**src/rtl/event_encoder.sv**
```systemverilog
// rtl/event_encoder.sv - rising-edge capture on 8 lines, drained lowest-index-first as 3-bit codes
module event_encoder (
  input  logic       clk,
  input  logic       rst,
  input  logic [7:0] input_lines,
  output logic [2:0] code,
  output logic       code_valid,
  input  logic       code_ready,
  output logic [3:0] pending_count,
  output logic       overflow,
  input  logic       ovf_clr
);

  // PRESENT means an event is on the code output; the state is exactly code_valid.
  typedef enum logic {
    IDLE    = 1'b0,
    PRESENT = 1'b1
  } state_t;

  state_t     state;
  state_t     state_next;
  logic [7:0] prev;
  logic [7:0] pending;
  logic [7:0] pending_next;
  logic [7:0] events;
  logic [7:0] acc;
  logic [7:0] lost;
  logic [2:0] code_next;
  logic       overflow_next;

  // Index of the lowest set bit; callers only use it on a non-zero vector.
  function automatic logic [2:0] lowest_idx(input logic [7:0] v);
    logic [2:0] idx;
    idx = 3'd0;
    for (int i = 7; i >= 0; i--) begin
      if (v[i]) idx = 3'(i);
    end
    return idx;
  endfunction

  // Number of set bits in the pending register, 0..8.
  function automatic logic [3:0] popcount8(input logic [7:0] v);
    logic [3:0] n;
    n = 4'd0;
    for (int i = 0; i < 8; i++) begin
      n = n + {3'b000, v[i]};
    end
    return n;
  endfunction

  // Edge detection, accept mask and the pending update; an event is lost only if
  // its bit is pending and not being retired on this same edge.
  always_comb begin
    events       = input_lines & ~prev;
    acc          = 8'h00;
    if (state == PRESENT && code_ready) begin
      acc = 8'h01 << code;
    end
    pending_next = (pending & ~acc) | events;
    lost         = events & pending & ~acc;
  end

  // Next-state and code selection; priority is re-evaluated only when a code is loaded.
  always_comb begin
    state_next = state;
    code_next  = code;
    case (state)
      IDLE: begin
        if (|pending) begin
          code_next  = lowest_idx(pending);
          state_next = PRESENT;
        end
      end
      PRESENT: begin
        if (code_ready) begin
          if (|pending_next) begin
            code_next = lowest_idx(pending_next);
          end else begin
            state_next = IDLE;
          end
        end
      end
      default: state_next = IDLE;
    endcase
  end

  // Sticky overflow: a new loss takes precedence over a clear on the same edge.
  always_comb begin
    overflow_next = overflow;
    if (|lost) begin
      overflow_next = 1'b1;
    end else if (ovf_clr) begin
      overflow_next = 1'b0;
    end
  end

  // State registers; prev resets high so lines already asserted at release are not events.
  always_ff @(posedge clk) begin
    if (rst) begin
      state    <= IDLE;
      prev     <= 8'hFF;
      pending  <= 8'h00;
      code     <= 3'd0;
      overflow <= 1'b0;
    end else begin
      state    <= state_next;
      prev     <= input_lines;
      pending  <= pending_next;
      code     <= code_next;
      overflow <= overflow_next;
    end
  end

  // Outputs derived from registered state.
  always_comb begin
    code_valid    = (state == PRESENT);
    pending_count = popcount8(pending);
  end

endmodule
```
**config.mk**
```make
export PLATFORM = sky130hd
export DESIGN_NAME = event_encoder
export DESIGN_NICKNAME = d
export VERILOG_FILES = /design/src/rtl/event_encoder.sv
export SDC_FILE = /design/constraint.sdc
export NUM_CORES = 1
export LEC_CHECK = 0
export BUFFER_PORTS_ARGS = -buffer_cell sky130_fd_sc_hd__buf_2
export CORE_UTILIZATION = 35
export DETAILED_ROUTE_END_ITERATION = 6
export HOLD_SLACK_MARGIN = 0.12
export SLEW_MARGIN = 25
export SYNTH_ARGS = -nofsm -noshare
export SYNTH_HDL_FRONTEND = slang
export SYNTH_SLANG_ARGS = --single-unit
```
**constraint.sdc**
```tcl
create_clock -name clk -period 4.05 [get_ports clk]
set_input_delay 0.6075 -clock clk [delete_from_list [all_inputs] [get_ports clk]]
set_output_delay 0.6075 -clock clk [all_outputs]
set_load 0.005 [all_outputs]
```
# After elaboration in Yosys (flattened, before gate mapping)
# Cells that the tools add are included.
[word_totals]
output_inout_bits = 9
inputBits = 12
register_bits = 21
[classes]
n_reduce_logical = 6
n_mux = 27
bitwise = 8
n_shift = 1
eq_ne = 3
add_sub_neg = 7
[op_table]
columns = ["cell", "n"]
rows = [
  ["$mux W3", 19],
  ["$and A8 B8 Y8", 4],
  ["$reduce_or A8 Y1", 3],
  ["$add A4 B1 Y4", 4],
  ["$not A8 Y8", 2],
  ["$mux W8", 1],
  ["$or A8 B8 Y8", 1],
  ["$shl A1 B3 Y8 const A", 1],
  ["$pmux W3 S2", 1],
  ["$mux W1", 5],
  ["$add A3 B1 Y4", 1],
  ["$ne A2 B2 Y1 const B", 2],
  ["$add A2 B1 Y3", 1],
  ["$reduce_and A3 Y1", 1],
  ["$add A1 B1 Y2", 1],
  ["$ne A2 B1 Y1 const B", 1],
  ["$pmux W1 S2", 1],
  ["$reduce_bool A2 Y1", 1],
  ["$logic_and A1 B1 Y1", 1],
  ["$not A1 Y1", 1],
]

# Logic depth before layout (Yosys ltp)
[depth]
word_depth = 16
ltp_mapped = 9
depth_no_buf = 9

# Worst setup path before layout
# Ideal clock, no wire load.
[synth_timing]
kind = "register to output"
from = "reg pending[0]"
to = "out pending_count[2]"
t_arrival_ps = 2613
setup_slack_ps = 829
t_required_ps = 3442
n_path_buf = 0
stages_incl_launch_ff = 10
path_cell_list = "dfxtp_1 > fa_1 > inv_1 > fa_1 > fa_1 > inv_1 > ha_1 > inv_1 > fa_1 > xnor2_1"
[synth_between]
elab_chain_len = 7
[synth_lines]
columns = ["item", "line", "text"]
rows = [
  ["start: declaration", "23", "logic [7:0] pending;"],
  ["start signal: assignment", "108", "pending <= pending_next;"],
  ["$add A1 B1 Y2", "46", "n = n + {3'b000, v[i]};"],
  ["$add A2 B1 Y3", "46", ""],
  ["$add A3 B1 Y4", "46", ""],
  ["$add A4 B1 Y4 (4 in a row)", "46", ""],
  ["end: declaration", "9", "output logic [3:0] pending_count,"],
]
# Every way passes these cells.

# Final worst setup path
# Ends and elaborated chain as after synthesis.

==> flow_summary.yaml <==
placed_design:
  numPortBuffers: 20
  routabilityCongestion: 0.907
  placed_area_um2: 1460
  dp.final_hpwl_um: 2220
routing:
  wirelength_um: 2820
  drtIter0Drc: 34
  ant_nets: 0
  routed_via_density: 5.08
  first_pass_iters: 4
  vias: 1102
  wl_per_cell_um: 13.0
  drc: 0
layout:
  final_area_um2: 1510
  antennaDiodeCount: 0
  multi_input_area_um2: 820
  drive_gt1_share_pct: 24.6
  fin_nets: 192
  fillers: 358
  regArea_um2: 420
  areaGrowthSynthToFinish_pct: 14.2
logic_synthesis:
  yosys.area_share.adder_pct: 9.87
  syn_nets: 171
  synth_most_common_cell: "dfxtp_1"
  avgSynthCellArea_um2: 8.73
  synth_top_area_share_pct: 31.9
  synthFlopType: "dfxtp_1"
  synth_top_family_by_area: "simple AND/OR/NAND/NOR gates"
  synth_edf_count: 0
  syn_inst: 151
  yosys_warnings: 0
  ys_types: 43
  yosysSeqAreaShare_pct: 31.9
  synth-xor-area-share_pct: 0.664
  netlist_area_um2: 1320
  yosys-top-cells-count: "dfxtp_1, inv_1, nor2_1"
  synth_compound_area_share_pct: 21.5
  muxShareOfSynthArea_pct: 0.854
  synth_top_cell_by_area: "dfxtp_1"
  netlist_top_cells_area: "dfxtp_1, fa_1, inv_1"
  synth-simple-area-share_pct: 29.2
  synth-seq-cells: 21
  ys_async_sr_fraction_pct: 0
sta:
  slew_headroom_pct: 62.9
  period_share_pct: 91.4
  rsz0062_at_grt: "false"
  finalHoldViolCount: 0
  whs_ns: 0.531
  skew_ns: 0.00536
  final_max_slew_viol_count: 0
  setup_viol: 0
  tightestPinTransition_ns: 0.542
  fin_setup_tns_ns: 0
  fin_crit_ns: 3.70
  max_clock_freq_mhz: 270
grt:
  overflow: 0
  grt_max_degree: 22
  grt_pass1_vias: 1091
  grt_use_total_pct: 15.6
  grt_pass1_wl_um: 4920
  antenna_found_initial: 0
power:
  power_uw: 527
  switching_share_pct: 31.8
  switchingPower_uw: 168
  comb_power_share_pct: 26.1
  clkPwrFrac_pct: 26.7
  power_leakage_uw: 0.000610
  pwr-share-seq_pct: 47.2
  intPower_uw: 359
  ir_drop_v: 0.000183
  power_density_nw_per_um2: 350
clock_network:
  root_buffer: "clkbuf_8"
  clk_pin_slew_ns: 0.08
  clock_path_buffers: 2
  cts_made_buffers: 3
  cts_setup_buffers: 0
  ctsHoldBuffers: 0
  clock_sinks: 21
  cts_tree: "done"
  cts_resized: 0
  cts-htree-levels: 1
  clkLatencyLatePin_ns: 0.27
run:
  maxCapViolCount: 0
floorplanning:
  core_area_um2: 3470
  start_util_pct: 38.0
  die_w_um: 63.4
  die_y_um: 63.4
  rows: 21
  ios: 21
  dieArea_um2: 4020
hold_path:
  hold_path_class: "in -> reg"
worst_setup_path:
  critPathArrivalTime_ns: 3.09
  worstPathRequired_ns: 3.44
  path_max_fanout: 8
  path_class: "reg -> out"
  critPathLaunchType: "flop"
  end_kind: "primary output"
status:
  status: "finished, final reports clean"
## metal layers
metal  up-vias  part of all wire, %  global-route usage, %
met1       514                   50                   21.0
met2        21                   46                   25.9
met4         0                  1.1                   5.11
li1        565                    -                      -
met3         2                  3.2                   1.63
met5         -                    0                      0
## cell type report
class                           count  share of cell area [%]
Multi-Input combinational cell    109                    54.4
Sequential cell                    21                    27.9
Timing Repair Buffer               20                    6.64
Inverter                           17                    4.24
Tap cell                           46                    3.82
Clock buffer                        4                    2.99
## sequential cells by signal, summed over array words and instances (netlist names)
name / flops
pending: 8
prev: 8
code: 3
code_valid: 1
overflow: 1
## cells by family after synthesis
family	Yosys count
and+or+nand+nor	61
AOI/OAI and AO/OA	38
buffers and inverters	21
DFF	21
adders and majority gates	8
xor gates and xnor gates	1
muxes	1
## cells in the final DEF (no fill, tap or decap), types with 2 or more instances in the layout
| cell | instances |
|---|---|
| a21oi_1 | 9 |
| nand2b_1 | 6 |
| dfxtp_1 | 21 |
| o21ai_0 | 6 |
| fa_1 | 4 |
| o21a_1 | 5 |
| nand2_1 | 8 |
| nor2b_1 | 9 |
| ha_1 | 4 |
| nor2_1 | 12 |
| a211oi_1 | 2 |
| or2_2 | 8 |
| nor3_1 | 3 |
| buf_2 | 20 |
| nand4b_1 | 2 |
| clkbuf_8 | 3 |
| inv_1 | 17 |
| o211ai_1 | 3 |
| nor4_1 | 3 |
## stage by stage
| stage | worst slack (ns) | std cells | utilization [%] |
|---|---|---|---|
| final | 0.348 | 217 | 43.4 |
| after global routing | 0.165 | 217 | 43.4 |
| after CTS | 0.351 | 217 | 43.4 |
| after detailed placement | 0.651 | 213 | 42.1 |
| after global placement | 0.710 | 213 | 42.1 |
| after floorplan | 0.829 | 151 | - |
## path summary, 6_finish.rpt
check                                      startpoint                     to  slack (ns)  depth (start not counted)
worst max register to register  code_valid$_SDFF_PP0_   code[0]$_SDFFE_PP0P_        1.90                          6
worst max-delay path            pending[0]$_SDFF_PP0_       pending_count[2]        0.35                         10
worst min register to register     prev[6]$_SDFF_PP1_  pending[6]$_SDFF_PP0_        0.55                          2
worst min-delay path                   input_lines[3]     prev[3]$_SDFF_PP1_        0.53                          2
## power by group through the flow
stage / Clock, µW / Sequential (µW) / Combinational (µW)
5_1_grt: 152 / 252 / 155
3_3_place_gp: 0 / 252 / 136
6_report: 141 / 249 / 137
2_1_floorplan: 0 / 241 / 107
4_1_cts: 142 / 249 / 138
3_5_place_dp: 0 / 254 / 137
## critical path: stages, from the launching register on
cell and delay [ns]:
dfxtp_1 0.39, fa_1 0.55, inv_1 0.05, fa_1 0.49, fa_1 0.40, inv_1 0.06, ha_1 0.16, inv_1 0.06
fa_1 0.37, xnor2_1 0.16, buf_2 0.13
No activity file was read; power rests on OpenSTA's default activity.
